`src/rtl/tlc_pkg.sv`:
```
// tlc_pkg: shared types for the timed traffic-light controller.
//   lamp_t  : 2-bit lamp-head code driven to the highway and country encoders
//   state_t : controller phase, 3-bit encoding (FL only reachable when the
//             TLC_FLASH_EN macro is defined in the controller build)
package tlc_pkg;

  localparam int LAMP_W  = 2;
  localparam int STATE_W = 3;

  typedef enum logic [LAMP_W-1:0] {
    RED    = 2'b00,
    YELLOW = 2'b01,
    GREEN  = 2'b10,
    OFF    = 2'b11
  } lamp_t;

  typedef enum logic [STATE_W-1:0] {
    HG  = 3'd0,  // highway green
    HY  = 3'd1,  // highway yellow
    AR1 = 3'd2,  // all-red before country green
    CG  = 3'd3,  // country green
    CY  = 3'd4,  // country yellow
    AR2 = 3'd5,  // all-red before highway green
    FL  = 3'd6   // maintenance flash
  } state_t;

endpackage

```
`src/rtl/tlc_timer.sv`:
```
// tlc_timer: loadable down-counter that times one controller phase.
//   clock      in  sole clock
//   clear      in  synchronous active-high reset, count := RESET_VALUE
//   load       in  synchronous load of load_value (ignored while clear=1)
//   load_value in  CNT_W-bit value to load (phase duration minus one)
//   expired    out high while the count is zero
// The count saturates at zero, so a phase that is waiting on an input
// (highway green with no car) simply stays expired.
module tlc_timer #(
  parameter int unsigned       CNT_W       = 8,
  parameter logic [CNT_W-1:0]  RESET_VALUE = '0
) (
  input  logic             clock,
  input  logic             clear,
  input  logic             load,
  input  logic [CNT_W-1:0] load_value,
  output logic             expired
);

  logic [CNT_W-1:0] count_reg;

  always_ff @(posedge clock) begin
    if (clear) begin
      count_reg <= RESET_VALUE;
    end else if (load) begin
      count_reg <= load_value;
    end else if (count_reg != '0) begin
      count_reg <= count_reg - 1'b1;
    end
  end

  assign expired = (count_reg == '0);

endmodule

```
`src/rtl/tlc_timed_ctrl.sv`:
```
// tlc_timed_ctrl: highway/country-road traffic-light controller with
// parameterised phase durations timed by a single down-counter.
//   clock  in  sole clock, all state changes on posedge
//   clear  in  synchronous active-high reset (forces highway green)
//   X      in  car present on the country road
//   flash  in  maintenance flash request (only with TLC_FLASH_EN)
//   hwy    out registered highway lamp code (lamp_t encoding)
//   cntry  out registered country lamp code (lamp_t encoding)
// Optional feature macro: TLC_FLASH_EN adds the flash port and the FL state.
// Lamps are decoded from the next state and registered alongside the state,
// so they change on the same edge as the phase.
module tlc_timed_ctrl
  import tlc_pkg::*;
#(
  parameter int unsigned YELLOW_CYCLES    = 3,
  parameter int unsigned ALLRED_CYCLES    = 2,
  parameter int unsigned MIN_GREEN_CYCLES = 4,
  parameter int unsigned MAX_CNTRY_CYCLES = 8,
  parameter int unsigned FLASH_CYCLES     = 2,
  parameter int unsigned CNT_W            = 8
) (
  input  logic        clock,
  input  logic        clear,
  input  logic        X,
`ifdef TLC_FLASH_EN
  input  logic        flash,
`endif
  output logic [1:0]  hwy,
  output logic [1:0]  cntry
);

  // Timer reload values: a phase of D cycles starts its count at D-1 and
  // may leave on the edge that follows the count reaching zero.
  localparam logic [CNT_W-1:0] YELLOW_LOAD    = CNT_W'(YELLOW_CYCLES - 1);
  localparam logic [CNT_W-1:0] ALLRED_LOAD    = CNT_W'(ALLRED_CYCLES - 1);
  localparam logic [CNT_W-1:0] MIN_GREEN_LOAD = CNT_W'(MIN_GREEN_CYCLES - 1);
  localparam logic [CNT_W-1:0] MAX_CNTRY_LOAD = CNT_W'(MAX_CNTRY_CYCLES - 1);
  localparam logic [CNT_W-1:0] FLASH_LOAD     = CNT_W'(FLASH_CYCLES - 1);

  state_t           state_reg, state_next;
  lamp_t            hwy_reg, hwy_next;
  lamp_t            cntry_reg, cntry_next;
  logic             timer_load;
  logic [CNT_W-1:0] timer_value;
  logic             timer_expired;

`ifdef TLC_FLASH_EN
  // blink_reg=0 shows YELLOW/RED, 1 shows OFF/OFF while flashing.
  logic             blink_reg, blink_next;
  logic             blink_reload;
`endif

  // -------------------------------------------------------------------
  // Phase timer. Reset value matches the highway minimum green so that
  // clear lands in HG with a fresh minimum-green count.
  // -------------------------------------------------------------------
  tlc_timer #(
    .CNT_W       (CNT_W),
    .RESET_VALUE (MIN_GREEN_LOAD)
  ) u_timer (
    .clock      (clock),
    .clear      (clear),
    .load       (timer_load),
    .load_value (timer_value),
    .expired    (timer_expired)
  );

  // -------------------------------------------------------------------
  // State, lamp (and blink) registers.
  // -------------------------------------------------------------------
  always_ff @(posedge clock) begin
    if (clear) begin
      state_reg <= HG;
      hwy_reg   <= GREEN;
      cntry_reg <= RED;
`ifdef TLC_FLASH_EN
      blink_reg <= 1'b0;
`endif
    end else begin
      state_reg <= state_next;
      hwy_reg   <= hwy_next;
      cntry_reg <= cntry_next;
`ifdef TLC_FLASH_EN
      blink_reg <= blink_next;
`endif
    end
  end

  // -------------------------------------------------------------------
  // Next-state logic.
  // -------------------------------------------------------------------
  always_comb begin
    state_next = state_reg;
`ifdef TLC_FLASH_EN
    blink_next   = blink_reg;
    blink_reload = 1'b0;
`endif
    case (state_reg)
      HG:  if (timer_expired && X) state_next = HY;
      HY:  if (timer_expired)      state_next = AR1;
      AR1: if (timer_expired)      state_next = CG;
      // Country green ends as soon as the road empties, or on the
      // maximum-green timeout even with cars still waiting.
      CG:  if (!X || timer_expired) state_next = CY;
      CY:  if (timer_expired)      state_next = AR2;
      AR2: if (timer_expired)      state_next = HG;
`ifdef TLC_FLASH_EN
      FL: begin
        // Blink half-period is timed by the same counter, reloaded in place.
        if (timer_expired) begin
          blink_next   = ~blink_reg;
          blink_reload = 1'b1;
        end
      end
`endif
      default: state_next = HG;  // unused encodings recover to HG
    endcase

`ifdef TLC_FLASH_EN
    // Flash request overrides the normal sequence from any phase; leaving
    // flash always passes through a full all-red clearance.
    if (flash) begin
      if (state_reg != FL) begin
        state_next   = FL;
        blink_next   = 1'b0;
        blink_reload = 1'b0;
      end
    end else if (state_reg == FL) begin
      state_next   = AR2;
      blink_reload = 1'b0;
    end
`endif
  end

  // -------------------------------------------------------------------
  // Timer reload: on every phase change, with the duration of the phase
  // being entered.
  // -------------------------------------------------------------------
  always_comb begin
    timer_value = MIN_GREEN_LOAD;
    case (state_next)
      HG:      timer_value = MIN_GREEN_LOAD;
      HY, CY:  timer_value = YELLOW_LOAD;
      AR1, AR2: timer_value = ALLRED_LOAD;
      CG:      timer_value = MAX_CNTRY_LOAD;
      FL:      timer_value = FLASH_LOAD;
      default: timer_value = MIN_GREEN_LOAD;
    endcase
  end

`ifdef TLC_FLASH_EN
  assign timer_load = (state_next != state_reg) || blink_reload;
`else
  assign timer_load = (state_next != state_reg);
`endif

  // -------------------------------------------------------------------
  // Lamp decode from the next state so lamps register with the state.
  // -------------------------------------------------------------------
  always_comb begin
    hwy_next   = GREEN;
    cntry_next = RED;
    case (state_next)
      HG: begin
        hwy_next   = GREEN;
        cntry_next = RED;
      end
      HY: begin
        hwy_next   = YELLOW;
        cntry_next = RED;
      end
      AR1, AR2: begin
        hwy_next   = RED;
        cntry_next = RED;
      end
      CG: begin
        hwy_next   = RED;
        cntry_next = GREEN;
      end
      CY: begin
        hwy_next   = RED;
        cntry_next = YELLOW;
      end
`ifdef TLC_FLASH_EN
      FL: begin
        if (blink_next) begin
          hwy_next   = OFF;
          cntry_next = OFF;
        end else begin
          hwy_next   = YELLOW;
          cntry_next = RED;
        end
      end
`endif
      default: begin
        hwy_next   = GREEN;
        cntry_next = RED;
      end
    endcase
  end

  assign hwy   = hwy_reg;
  assign cntry = cntry_reg;

endmodule

```
`config.mk`:
```
export PLATFORM = sky130hd
export DESIGN_NAME = tlc_timed_ctrl
export DESIGN_NICKNAME = d
export VERILOG_FILES = /design/src/rtl/tlc_pkg.sv /design/src/rtl/tlc_timer.sv /design/src/rtl/tlc_timed_ctrl.sv
export SDC_FILE = /design/constraint.sdc
export NUM_CORES = 1
export LEC_CHECK = 0
export CORE_UTILIZATION = 49
export CTS_BUF_LIST = sky130_fd_sc_hd__clkbuf_8 sky130_fd_sc_hd__clkbuf_16
export DETAILED_ROUTE_END_ITERATION = 8
export GPL_TIMING_DRIVEN = 0
export PLACE_DENSITY = 0.72
export SLEW_MARGIN = 20
export SYNTH_ARGS = -nofsm -noshare
export SYNTH_HDL_FRONTEND = slang
export SYNTH_SLANG_ARGS = --single-unit
```
`constraint.sdc`:
```
create_clock -name clock -period 1.8 [get_ports clock]
set_input_delay 0.36 -clock clock [delete_from_list [all_inputs] [get_ports clock]]
set_output_delay 0.36 -clock clock [all_outputs]
set_load 0.03 [all_outputs]
```
==> key figures <==
Setup path
  • RR Endpoint: u_timer.count_reg[0]
  • Worst Setup Start Kind: register
  • Worst path required time: 1.92 ns
  • Category of the worst setup path capture point: register
  • Launch point of the worst reg-to-reg path: u_timer.count_reg[1]
  • Reg2Reg Depth: 7
  • Data arrival, critical path: 1.90 ns
  • Critical path class: reg -> reg
  • Reg-to-reg slack, setup: 0.03 ns
  • Highest net fanout along the worst path: 6

Route
  • Detailed-route DRC error count: 2
  • Number of nets still failing antenna checks after routing: 0
  • Violation count after the first detailed-route iteration: 21
  • Drt first pass iters: 6
  • Met2 wire len: 863 um
  • Routed wire length: 2040 um
  • Highest layer used for signal routing: met4
  • DR WL met3: 113 um
  • Routed length on met1: 1020 um
  • Average detailed-routed wire length per instance: 15.6 um
  • Via density per instance: 5.97
  • Overall via count from detail_route: 782

Hold path
  • Cell depth of the worst hold path: 2
  • Startpoint of the tightest hold check path: X
  • Class of the most critical hold timing path: in -> reg
  • End point of the most critical hold path: u_timer.count_reg[1]

Power
  • Post-layout power: 991 uW
  • Leak: 0.000423 uW
  • Max rail drop VDD: 0.647 mV
  • Pwr dens: 916 nW/um^2

GRT
  • Total GRT Usage: 24.2%
  • GRT Residual Overflow: 0
  • Wire length of the first global-routing pass: 3310 um
  • Pin count of the biggest net entering global routing: 11
  • Number of global-route vias before repair: 686
  • Antenna violations before repair: 0

Placed design
  • Global placement routability congestion: 0.814
  • Setup WS pre-CTS: -0.292 ns
  • I/O Buffers: 6
  • Post-DP HPWL: 1270 um
  • Standard cell area after detailed placement: 922 um^2

Outcome
  • Outcome: finished with violations
  • Violations in the final reports: design-rule violations

Clock network
  • TritonCTS buffer count: 3
  • Clock latency at the later pin of the worst-skew pair: 0.25 ns
  • Library cell used as clock root buffer: clkbuf_8
  • Clock slew seen by the registers of the worst setup and hold paths: 0.06 ns
  • Max Buffers Root-to-Sink: 2
  • # clock sinks: 15
  • CTS tree: built
  • Hold-fix buffers at CTS: 0
  • CTS HTree Levels: 1

Yosys
  • Number of enable-type register cells in the synthesized netlist: 0
  • Synthesized instance count: 97
  • Number of warning messages in the yosys log: 0
  • Post-synthesis average cell area: 8.68 um^2
  • Post-synthesis register bit count: 15
  • Sequential cell area fraction in the yosys report: 35.7%
  • Count of different cell masters after synthesis: 41
  • Share of flip-flops with an asynchronous set or reset: 0%
  • Number of nets produced by synthesis: 101
  • Combined area of all synthesized cells: 842 um^2
  • Most used flip-flop cell after synthesis: dfxtp_1

Finish
  • Design area: 1080 um^2
  • Fraction of final layout cells with drive strength greater than 1: 24.3%
  • Diode insertion count for antenna repair: 0
  • Number of nets in the layout: 120
  • Relative area change from synthesis to final layout: 28.5%
  • Final core utilization: 69.4%
  • Number of flip-flops under the largest register name: 8

Timing
  • Normalized max-slew margin: 69.0%
  • Fin crit period: 1.77 ns
  • Final clock skew: 0.00916 ns
  • Fmax: 564 MHz
  • Count of endpoints failing hold in the final timing report: 0
  • PnR worst setup slack: 0.0266 ns
  • Slew at the pin closest to its max-slew limit: 0.465 ns
  • Final period util: 98.5%
  • Final-layout worst hold slack: 0.536 ns
  • Final slew viol count: 0
  • Total of endpoints with negative setup slack in the final report: 0

Floorplan
  • Area of the core: 1560 um^2
  • Die Outline Area: 1890 um^2
  • Starting Density: 54.0%
  • Die boundary width: 43.5 um
  • Count of boundary I/O pins: 7
  • Number of placement rows: 14
  • Die extent in y: 43.5 um

Job
  • Max cap viols: 0
[layer usage]
layer,vias to the layer above,track usage [%]
li1,397,-
met1,361,32.4
met2,18,33.9
met3,6,9.17
met4,0,12.5
met5,-,0
[worst max-delay path by stage]
stage,start,slack [ns],end
after floorplan,u_timer.count_reg[0],0.03,u_timer.count_reg[0]
after global placement,u_timer.count_reg[0],-0.24,u_timer.count_reg[3]
after detailed placement,u_timer.count_reg[0],-0.29,u_timer.count_reg[4]
after CTS,u_timer.count_reg[1],0.03,u_timer.count_reg[0]
after global routing,u_timer.count_reg[1],-0.05,u_timer.count_reg[0]
final,u_timer.count_reg[1],0.03,u_timer.count_reg[0]
[cells in the mapped netlist (2+ instances only)]
master | number | area share, %
a21o_1 | 2 | 1.8
a21oi_1 | 10 | 5.9
a31oi_1 | 2 | 1.5
and3_1 | 2 | 1.5
clkbuf_1 | 2 | 0.89
dfxtp_1 | 15 | 36
inv_1 | 3 | 1.3
nand2_1 | 6 | 2.7
nand2b_1 | 2 | 1.5
nor2_1 | 4 | 1.8
nor3_1 | 9 | 5.3
nor4_1 | 3 | 2.2
o211ai_1 | 2 | 1.8
o21ai_0 | 5 | 3.0
xor2_1 | 4 | 4.2
[kinds of logic after synthesis]
logic type,share of synthesized area [%]
flops,35.7
simple gates,32.1
fa+ha+maj,1.49
mux,2.53
compound gates,20.4
buf+inv,3.71
xor+xnor,4.16
[cells in the final DEF (no fill, tap or decap), drive strengths merged]
master,instances
a2111oi,1
clkbuf,6
and3,2
mux2,1
or3b,1
nor2,5
dlymetal6s2s,1
nor4,4
and4b,1
nand2,7
buf,9
o221ai,1
nand4b,1
and3b,1
o211ai,2
or2,1
or3,2
clkdlybuf4s50,5
ha,1
nand2b,2
nand3,1
inv,4
o31ai,1
or4,2
mux2i,1
a21o,2
xor2,4
a211oi,1
nor3b,1
a21oi,10
o32a,1
nor2b,1
o21ai,6
a31oi,2
dfxtp,15
nor3,9
[layout make-up]
cell class / instances / area (um^2)
buffer: 4 / 20.0
fill: 122 / 477
timing repair buffer: 14 / 135
clock buffer: 3 / 41.3
sequential: 15 / 305
multi-input combinational: 75 / 546
clock inverter: 1 / 3.75
inverter: 3 / 11.3
tap: 16 / 20.0
[critical path, cell delays in order (launching register included)]
cell and delay, ns:
dfxtp_4 0.36, inv_2 0.05, ha_4 0.17, nor3b_4 0.16, buf_4 0.17, a31oi_4 0.15, a21oi_1 0.06, or4_1 0.52
[metrics by stage]
| step | instances | setup TNS, ns |
|---|---|---|
| global placement | 119 | -1.94 |
| detailed placement | 119 | -2.60 |
| floorplan | 97 | 0 |
| finish | 131 | 0 |
| global route | 131 | -0.0461 |
| CTS | 125 | 0 |
[what timing repair did]
| item | CTS | global route |
|---|---|---|
| setup endpoints to repair | 15 | 7 |
| buffers inserted | 2 | 6 |
| gates resized for setup | 7 | 4 |
| pin swaps | 2 | 3 |
[where the power goes]
group	switching, uW	internal (uW)
Clock	117	151
Combinational	166	158
Sequential	36.9	363
(Power assumes the default switching activity.)
